==> src/rtl/axi_tg_pkg.sv <==
// Shared types and constants for the AXI4 traffic generator (axi_traffic_gen).
package axi_tg_pkg;

  typedef enum logic [2:0] {
    ST_IDLE,
    ST_AW,
    ST_W,
    ST_B,
    ST_AR,
    ST_R,
    ST_DONE
  } tg_state_e;

  localparam logic [1:0] BURST_INCR = 2'b01;
  localparam logic [1:0] RESP_OKAY  = 2'b00;

  localparam int              ERR_W   = 16;
  localparam logic [ERR_W-1:0] ERR_MAX = '1;

  // per-beat read check result, one bit per error class
  typedef struct packed {
    logic resp_err;
    logic data_err;
    logic last_err;
  } rd_chk_t;

  function automatic logic [ERR_W-1:0] err_add(input logic [ERR_W-1:0] cnt, input logic [1:0] inc);
    logic [ERR_W:0] sum;
    sum = {1'b0, cnt} + {{(ERR_W-1){1'b0}}, inc};
    return sum[ERR_W] ? ERR_MAX : sum[ERR_W-1:0];
  endfunction

endpackage

==> src/rtl/axi_tg_pattern.sv <==
// Combinational data pattern pat(n,b) = SEED ^ {n,b}, replicated/truncated to DATA_WIDTH.
module axi_tg_pattern #(
  parameter int          DATA_WIDTH = 32,
  parameter logic [31:0] SEED       = 32'hA5A5_0000
) (
  input  logic [15:0]           burst,
  input  logic [15:0]           beat,
  output logic [DATA_WIDTH-1:0] pat
);

  logic [31:0] word;
  assign word = SEED ^ {burst, beat};

  for (genvar i = 0; i < DATA_WIDTH; i++) begin : g_bit
    assign pat[i] = word[i % 32];
  end

endmodule

==> src/rtl/axi_traffic_gen.sv <==
// AXI4 write (and optional read-back check) traffic master for the DDR2 controller bench.
// Define AXI_TG_RDCHK_EN to add the read-back pass with per-beat data checking.
module axi_traffic_gen
  import axi_tg_pkg::*;
#(
  parameter int                    ADDR_WIDTH = 27,
  parameter int                    DATA_WIDTH = 32,
  parameter int                    BEATS      = 8,
  parameter int                    NUM_BURSTS = 16,
  parameter logic [ADDR_WIDTH-1:0] BASE_ADDR  = '0,
  parameter logic [31:0]           SEED       = 32'hA5A5_0000
) (
  input  logic                      clk,
  input  logic                      rstn,
  input  logic                      start,
  output logic                      busy,
  output logic                      done,
  output logic                      awvalid,
  input  logic                      awready,
  output logic [ADDR_WIDTH-1:0]     awaddr,
  output logic [7:0]                awlen,
  output logic [2:0]                awsize,
  output logic [1:0]                awburst,
  output logic                      wvalid,
  input  logic                      wready,
  output logic [DATA_WIDTH-1:0]     wdata,
  output logic [DATA_WIDTH/8-1:0]   wstrb,
  output logic                      wlast,
  input  logic                      bvalid,
  output logic                      bready,
  input  logic [1:0]                bresp,
  output logic                      arvalid,
  input  logic                      arready,
  output logic [ADDR_WIDTH-1:0]     araddr,
  output logic [7:0]                arlen,
  input  logic                      rvalid,
  output logic                      rready,
  input  logic [DATA_WIDTH-1:0]     rdata,
  input  logic [1:0]                rresp,
  input  logic                      rlast,
  output logic [ERR_W-1:0]          err_cnt
);

  localparam logic [7:0]            LEN        = 8'(BEATS - 1);
  localparam logic [ADDR_WIDTH-1:0] ADDR_STEP  = ADDR_WIDTH'(BEATS * (DATA_WIDTH / 8));
  localparam logic [15:0]           LAST_BURST = 16'(NUM_BURSTS - 1);

  tg_state_e             state, state_nxt;
  logic [7:0]            beat;
  logic [15:0]           burst;
  logic [7:0]            wbeat_sel;
  logic [DATA_WIDTH-1:0] wpat;
  logic                  start_acc, aw_hs, w_hs, b_hs, ar_hs, r_hs, r_end;
  logic                  beat_last, last_burst, b_err;
  rd_chk_t               rchk;
  logic [1:0]            err_inc;

  assign awlen   = LEN;
  assign arlen   = LEN;
  assign awsize  = 3'($clog2(DATA_WIDTH / 8));
  assign awburst = BURST_INCR;
  assign wstrb   = '1;
  assign bready  = 1'b1;
  assign rready  = 1'b1;

  assign busy       = (state != ST_IDLE);
  assign done       = (state == ST_DONE);
  assign beat_last  = (beat == LEN);
  assign wlast      = beat_last;
  assign last_burst = (burst == LAST_BURST);
  assign start_acc  = (state == ST_IDLE) && start;
  assign aw_hs      = awvalid && awready;
  assign w_hs       = wvalid && wready;
  assign b_hs       = (state == ST_B) && bvalid;
  assign b_err      = b_hs && (bresp != RESP_OKAY);

  // wdata is loaded on the handshake with the beat that follows it
  assign wbeat_sel = aw_hs ? 8'd0 : beat + 8'd1;

  axi_tg_pattern #(.DATA_WIDTH(DATA_WIDTH), .SEED(SEED)) u_wpat (
    .burst (burst),
    .beat  ({8'd0, wbeat_sel}),
    .pat   (wpat)
  );

`ifdef AXI_TG_RDCHK_EN
  localparam tg_state_e WR_END = ST_AR;

  logic [DATA_WIDTH-1:0] rpat;

  axi_tg_pattern #(.DATA_WIDTH(DATA_WIDTH), .SEED(SEED)) u_rpat (
    .burst (burst),
    .beat  ({8'd0, beat}),
    .pat   (rpat)
  );

  assign ar_hs = arvalid && arready;
  assign r_hs  = (state == ST_R) && rvalid;
  // a missing rlast on the final beat still closes the burst
  assign r_end = r_hs && (rlast || beat_last);

  assign rchk.resp_err = r_hs && (rresp != RESP_OKAY);
  assign rchk.data_err = r_hs && (rdata != rpat);
  assign rchk.last_err = r_hs && (rlast != beat_last);

  always_ff @(posedge clk or negedge rstn) begin
    if (!rstn) begin
      arvalid <= 1'b0;
      araddr  <= BASE_ADDR;
    end else begin
      arvalid <= (state == ST_AR) && !ar_hs;
      if (start_acc || (b_hs && last_burst)) araddr <= BASE_ADDR;
      else if (r_end && !last_burst)        araddr <= araddr + ADDR_STEP;
    end
  end
`else
  localparam tg_state_e WR_END = ST_DONE;

  assign ar_hs   = 1'b0;
  assign r_hs    = 1'b0;
  assign r_end   = 1'b0;
  assign rchk    = '0;
  assign arvalid = 1'b0;
  assign araddr  = BASE_ADDR;

  logic unused_rd;
  assign unused_rd = ^{arready, rvalid, rdata, rresp, rlast};
`endif

  assign err_inc = 2'(b_err) + 2'(rchk.resp_err) + 2'(rchk.data_err) + 2'(rchk.last_err);

  always_comb begin
    state_nxt = state;
    case (state)
      ST_IDLE: if (start)          state_nxt = ST_AW;
      ST_AW:   if (aw_hs)          state_nxt = ST_W;
      ST_W:    if (w_hs && wlast)  state_nxt = ST_B;
      ST_B:    if (bvalid)         state_nxt = last_burst ? WR_END : ST_AW;
      ST_AR:   if (ar_hs)          state_nxt = ST_R;
      ST_R:    if (r_end)          state_nxt = last_burst ? ST_DONE : ST_AR;
      ST_DONE:                     state_nxt = ST_IDLE;
      default:                     state_nxt = ST_IDLE;
    endcase
  end

  always_ff @(posedge clk or negedge rstn) begin
    if (!rstn) begin
      state   <= ST_IDLE;
      awvalid <= 1'b0;
      wvalid  <= 1'b0;
      awaddr  <= BASE_ADDR;
      wdata   <= '0;
      beat    <= '0;
      burst   <= '0;
      err_cnt <= '0;
    end else begin
      state   <= state_nxt;
      // valids rise one cycle after state entry and drop on the accepting handshake
      awvalid <= (state == ST_AW) && !aw_hs;
      wvalid  <= (state == ST_W) && !(w_hs && wlast);

      if (aw_hs || w_hs) wdata <= wpat;

      if (aw_hs || ar_hs)     beat <= '0;
      else if (w_hs || r_hs)  beat <= beat + 8'd1;

      if (start_acc) begin
        burst  <= '0;
        awaddr <= BASE_ADDR;
      end else if (b_hs) begin
        if (last_burst) begin
          burst <= '0;
        end else begin
          burst  <= burst + 16'd1;
          awaddr <= awaddr + ADDR_STEP;
        end
      end else if (r_end && !last_burst) begin
        burst <= burst + 16'd1;
      end

      err_cnt <= start_acc ? '0 : err_add(err_cnt, err_inc);
    end
  end

endmodule

==> config.mk <==
export PLATFORM = sky130hd
export DESIGN_NAME = axi_traffic_gen
export DESIGN_NICKNAME = d
export VERILOG_FILES = /design/src/rtl/axi_tg_pkg.sv /design/src/rtl/axi_tg_pattern.sv /design/src/rtl/axi_traffic_gen.sv
export SDC_FILE = /design/constraint.sdc
export NUM_CORES = 1
export LEC_CHECK = 0
export BUFFER_PORTS_ARGS = -buffer_cell sky130_fd_sc_hd__buf_4
export CAP_MARGIN = 20
export CORE_ASPECT_RATIO = 0.75
export CORE_MARGIN = 4
export CORE_UTILIZATION = 35
export CTS_BUF_LIST = sky130_fd_sc_hd__clkbuf_16
export DETAILED_ROUTE_END_ITERATION = 6
export SETUP_SLACK_MARGIN = 0.4
export SYNTH_ARGS = -nofsm -noshare
export SYNTH_HDL_FRONTEND = slang
export SYNTH_SLANG_ARGS = --single-unit
==> constraint.sdc <==
create_clock -name clk -period 2.29 [get_ports clk]
set_input_delay 0.3435 -clock clk [delete_from_list [all_inputs] [get_ports clk]]
set_output_delay 0.3435 -clock clk [all_outputs]
set_load 0.01 [all_outputs]
## Word-level counts from Yosys, hierarchy flattened

Index checks and enable logic that the tools add are counted.

- Output and inout bits: 135
- Logic and storage cells: 63
- Bits of input ports: 45
- Register bits: 96

- Reduce and logical (&&, ||, !) cells: 19
- Muxes and demuxes: 17
- Equality and inequality tests: 13
- Bitwise logic cells: 2
- Add/subtract/negate cells: 4

Operators by type and width:

| operator | number |
|---|---|
| 2-to-1 mux 27 bit | 3 |
| 2-to-1 mux 16 bit | 5 |
| adder 27 x 6 -> 27 bit, second input constant | 1 |
| 2-to-1 mux 8 bit | 3 |
| adder 16 x 1 -> 17 bit | 1 |
| adder 16 x 1 -> 16 bit, second input constant | 1 |
| == test 16 x 4 -> 1 bit, second input constant | 1 |
| 2-to-1 mux 3 bit | 5 |
| one-hot mux 3 bit (5 select lines) | 1 |
| inequality test 2 bit, second input constant | 5 |
| == test 3 bit, second input constant | 3 |
| adder 8 x 1 -> 8 bit, second input constant | 1 |
| == test 8 x 3 -> 1 bit, second input constant | 1 |
| logical AND 1 bit | 8 |
| NOT 8 bit | 1 |
| == test 3 x 2 -> 1 bit, second input constant | 2 |
| nonzero test 2 bit | 3 |
| AND reduction 5 bit | 1 |
| == test 3 x 1 -> 1 bit, second input constant | 1 |
| zero test 3 bit | 1 |
| nonzero test 3 bit | 1 |
| zero test 1 bit | 2 |
| AND reduction 2 bit | 1 |
| OR reduction 2 bit | 1 |
| 2 further kinds | 2 |

## Logic depth before layout (Yosys ltp)

- Depth after elaboration: 6
- Depth in mapped cells: 8
- Gate-level depth less buffers: 7

## Hierarchy

A second synthesis with hierarchy kept.

- Cells, all modules: 559
- Area total of the unflattened synthesis: 5395.2 sq um

Modules (own cells, without submodules):

| module | instances | cells each | area an instance (sq um) | sequential area each (sq um) |
|---|---|---|---|---|
| axi_traffic_gen | 1 | 527 | 5185.0 | 2477.4 |
| axi_tg_pattern | 1 | 32 | 210.2 | 0.0 |

## Worst setup path after synthesis

No wires, ideal clock.

- Kind: reg2reg
- From: register state[2]
- To: register err_cnt[10]
- Period minus slack after synthesis: 2317 ps
- Stages on the path, launching flop included: 9
- Data arrival time: 2239 ps
- Buffers on the path: 1
- Required time: 2212 ps
- Setup time: 78 ps
- Setup slack: -27 ps
- Path through: dfrtp_1 > clkbuf_2 > nand4b_4 > nor2_1 > ha_1 > nand4_1 > nor4_4 > nand2_1 > a21oi_1

- Cells in the longest elaborated chain, start to end: 6
- Elaborated cells between the ends (all ways): 8
- Those cells by class: add/sub (1); eq/ne (1); mux (2); reduce/logical (4)

Ends and longest elaborated chain:

| item | RTL line | text |
|---|---|---|
| start: declaration | axi_traffic_gen.sv:48 | `tg_state_e state, state_nxt;` |
| start signal: assignment | axi_traffic_gen.sv:157 | `state <= state_nxt;` |
| == test 3 x 2 -> 1 bit | axi_traffic_gen.sv:74 | `assign b_hs = (state == ST_B) && bvalid;` |
| logical AND 1 bit | axi_traffic_gen.sv:74 |  |
| logical AND 1 bit | axi_traffic_gen.sv:75 | `assign b_err = b_hs && (bresp != RESP_OKAY);` |
| adder 16 x 1 -> 17 bit | axi_tg_pkg.sv:29 | `sum = {1'b0, cnt} + {{(ERR_W-1){1'b0}}, inc};` |
| 2-to-1 mux 16 bit | axi_tg_pkg.sv:30 | `return sum[ERR_W] ? ERR_MAX : sum[ERR_W-1:0];` |
| 2-to-1 mux 16 bit (*) | axi_traffic_gen.sv:181 | `err_cnt <= start_acc ? '0 : err_add(err_cnt, err_inc);` |
| end signal: assignment | axi_traffic_gen.sv:181 |  |
| end: declaration | axi_traffic_gen.sv:41 | `output logic [ERR_W-1:0] err_cnt` |

Mark *: on every way between the ends. The rest lies on a longest branch, timed or not.
A chain may end at the register's enable or synchronous reset.

## Final worst setup path

- From: register state[2]
- To: register awaddr[10]

- Cells in the longest elaborated chain, start to end: 4
- Elaborated cells between the ends (all ways): 8
- Those cells by class: eq/ne (2); mux (1); reduce/logical (5)

Ends and longest elaborated chain:

| item | RTL line | text |
|---|---|---|
| zero test 3 bit or == test 3 x 2 -> 1 bit (tied branches) | axi_traffic_gen.sv:71, axi_traffic_gen.sv:74 |  |
| logical AND 1 bit, on equally long branches | axi_traffic_gen.sv:71, axi_traffic_gen.sv:74 |  |
| inequality test 2 bit (no line) or nonzero test 2 bit (tied branches) | - |  |
| AND reduction 2 bit (no line) | - |  |
| end signal: assignment | axi_traffic_gen.sv:175 | `awaddr <= awaddr + ADDR_STEP;` |
| end: declaration | axi_traffic_gen.sv:20 | `output logic [ADDR_WIDTH-1:0] awaddr,` |

Several ways; a longest one is shown, not always the timed one.

==> results.tsv <==
stage	metric	value	unit
global_routing	grt_overflow	0	
cts	cts_root_buf	clkbuf_16	
sta	skew	5.04	ps
sta	slew_violations	0	
global_routing	grt_pass1_wl	18.2	mm
logic_synthesis	synth_area	4790	µm²
layout	syn_to_final_growth	24.1	%
floorplan	core_area	13200	µm²
sta	setup_ws	433	ps
logic_synthesis	synth_top_area_frac	0.433	
power	vdd_drop_max	0.000346	V
logic_synthesis	ys_seq_area_frac	0.433	
detailed_routing	via_count	3893	
critical_path	crit_type	reg -> reg	
cts	cts.clk_slew.worst_paths	70	ps
floorplan	die_x	143	µm
layout	finish.net_count	641	
place	preCtsSetupSlack	139	ps
outcome	status	finished with violations	
critical_path	crit_fanout	25	
cts	cts_num_sinks	83	
sta	hold_ws	-4.94	ps
detailed_routing	routed_via_density	5.08	
logic_synthesis	synth_edf_count	0	
cts	clock_latency	340	ps
detailed_routing	routed_wl	11.6	mm
sta	slew_headroom	0.622	
critical_path	cp-start-kind	register	
cts	cts_buffers	9	
outcome	violations	negative hold slack	
logic_synthesis	synth-seq-cells	83	
sta	final-setup-viol-count	0	
detailed_routing	wl_per_cell	15.2	µm
logic_synthesis	synthDistinctLibCells	58	
sta	fin_crit_sh	0.811	
sta	period_minus_slack	1860	ps
cts	cts_tree	done	
cts	h-tree-depth	3	
worst_hold_path	holdCritPathClass	in -> async	
detailed_routing	drt_iter0_drc	214	
floorplan	die_y	109	µm
critical_path	worstRegToRegCells	6	
global_routing	grt_util_all_layers	0.147	
floorplan	start_util	0.363	
sta	setup_tns	0	ps
power	power.density	536	nW/µm²
critical_path	crit_required	2560	ps
layout	diodes	0	
global_routing	antenna_found_initial	0	
critical_path	worstSetupEndpointType	register	
global_routing	grt_max_degree	45	
floorplan	num_rows	36	
logic_synthesis	synthTopCellsByArea	dfrtp_1, buf_4, nand2_1	
sta	worst_pin_slew	566	ps
place	port_buffers	74	
logic_synthesis	syn_inst	505	
logic_synthesis	synth_ff_type	dfrtp_1	
run	max_cap_viol_count	0	
place	dpl.hpwl	8.15	mm
logic_synthesis	synth.largest_area_cell	dfrtp_1	
sta	max_freq	538	MHz
place	gp_congestion	0.842	
detailed_routing	drc	0	
floorplan	fp.dieArea	15700	µm²
layout	drive_gt1_frac	0.273	
cts	holdBufCountCts	0	
logic_synthesis	syn_avg_cell_area	9.49	µm²
detailed_routing	firstDrtPassIters	5	
sta	rsz0062_at_grt	true	
power	p_leak	2.80	nW
power	power	3.19	mW
sta	timing_hold_violations_final	7	
cts	clk_path_buf_depth	2	
logic_synthesis	ys_warn_count	0	
critical_path	crit_arrival	2130	ps
detailed_routing	postRouteAntennaNets	0	
global_routing	grt_pass1_vias	3572	
floorplan	ios	180	
logic_synthesis	async_flop_share	1.00	
## critical path: stages (launching register included)
cell,delay (ps)
dfrtp_1,380
nand4b_4,190
buf_6,160
a41o_1,230
buf_12,160
or4_1,500
a21oi_1,150
## layer usage
metal | up-vias | part of all wire | track usage
li1 | 1843 | - | -
met1 | 1936 | 0.46 | 0.206
met2 | 101 | 0.46 | 0.221
met3 | 13 | 0.059 | 0.0400
met4 | 0 | 0.013 | 0.0441
met5 | - | 0 | 0
## cells in the mapped netlist, types with 7 or more instances
cell,instances
a21oi_1,25
buf_4,68
clkbuf_1,13
dfrtp_1,83
inv_1,15
mux2i_1,13
nand2_1,47
nand2b_1,9
nand3_1,20
nand4_1,20
nor2_1,29
nor3_1,11
nor4_1,13
o21ai_0,17
o31ai_1,8
or4_1,9
xnor2_1,16
xor2_1,7
## through the flow
| stage | util | instance area (µm²) | instances | hold slack, ps |
|---|---|---|---|---|
| finish | 0.451 | 5950 | 767 | -4.94 |
| global route | 0.451 | 5950 | 767 | 21.6 |
| CTS | 0.440 | 5810 | 765 | 0.919 |
| detailed placement | 0.407 | 5370 | 741 | 373 |
| global placement | 0.407 | 5370 | 741 | 368 |
| floorplan | - | 5070 | 571 | 47.9 |
## cell type report
cell class	count	area, µm²
clock buffer	9	225
tap	171	214
timing repair buffer	101	831
multi-input combinational	381	2470
clock inverter	7	76.3
sequential	83	2080
fill	1287	7250
inverter	15	56.3
## worst paths after layout
path                                 from    endpoint  slack [ps]
worst min register to register  wdata[18]   wdata[18]         490
worst max register to register   state[2]  awaddr[10]         430
worst min-delay path                 rstn   wdata[23]          -5
max in group asynchronous            rstn    state[1]        1640
min in group clk                   bvalid    state[1]         350
worst max-delay path             state[2]  awaddr[10]         430
## registers in the layout (all words and copies together), names as in the netlist
register	count
awaddr	22
awvalid	1
beat	7
burst	16
err_cnt	16
state	3
wdata	17
wvalid	1
## report_power, final
group / internal (mW) / total, mW / switching (mW)
registers: 1.49 / 1.51 / 0.0219
logic: 0.0538 / 0.176 / 0.122
clock network: 0.853 / 1.50 / 0.649
total: 2.39 / 3.19 / 0.793
## layout by cell type (no fill, tap or decap), types with 5 or more instances in the layout
master,synthesis,layout
a21oi_1,25,22
and3_1,6,6
and4_1,6,6
buf_4,68,92
clkbuf_16,0,9
conb_1,2,68
dfrtp_1,83,80
inv_1,15,15
mux2_2,6,6
mux2i_1,13,13
nand2_1,47,46
nand2b_1,9,9
nand3_1,20,19
nand4_1,20,20
nor2_1,29,27
nor3_1,11,9
nor4_1,13,5
nor4_4,1,5
o21ai_0,17,16
o31ai_1,8,8
or4_1,9,8
xnor2_1,16,16
xor2_1,7,7
## what timing repair did
item | in CTS | in global routing
gates resized for setup | 16 | 27
setup endpoints to repair | 40 | 40
setup buffers | 8 | 2
pin swaps | 3 | 10
## cells by family (layout without fill, tap and decap cells)
kind of cell | Yosys count | in the layout | share of synthesized area
simple gates | 188 | 188 | 0.218
buf+inv | 107 | 132 | 0.142
flops | 83 | 83 | 0.433
compound gates | 78 | 78 | 0.109
xor+xnor | 23 | 23 | 0.0420
mux | 19 | 19 | 0.0412
fa+ha+maj | 5 | 5 | 0.0130
other cells | 2 | 68 | 0.00157
No activity file was read; power rests on OpenSTA's default activity.
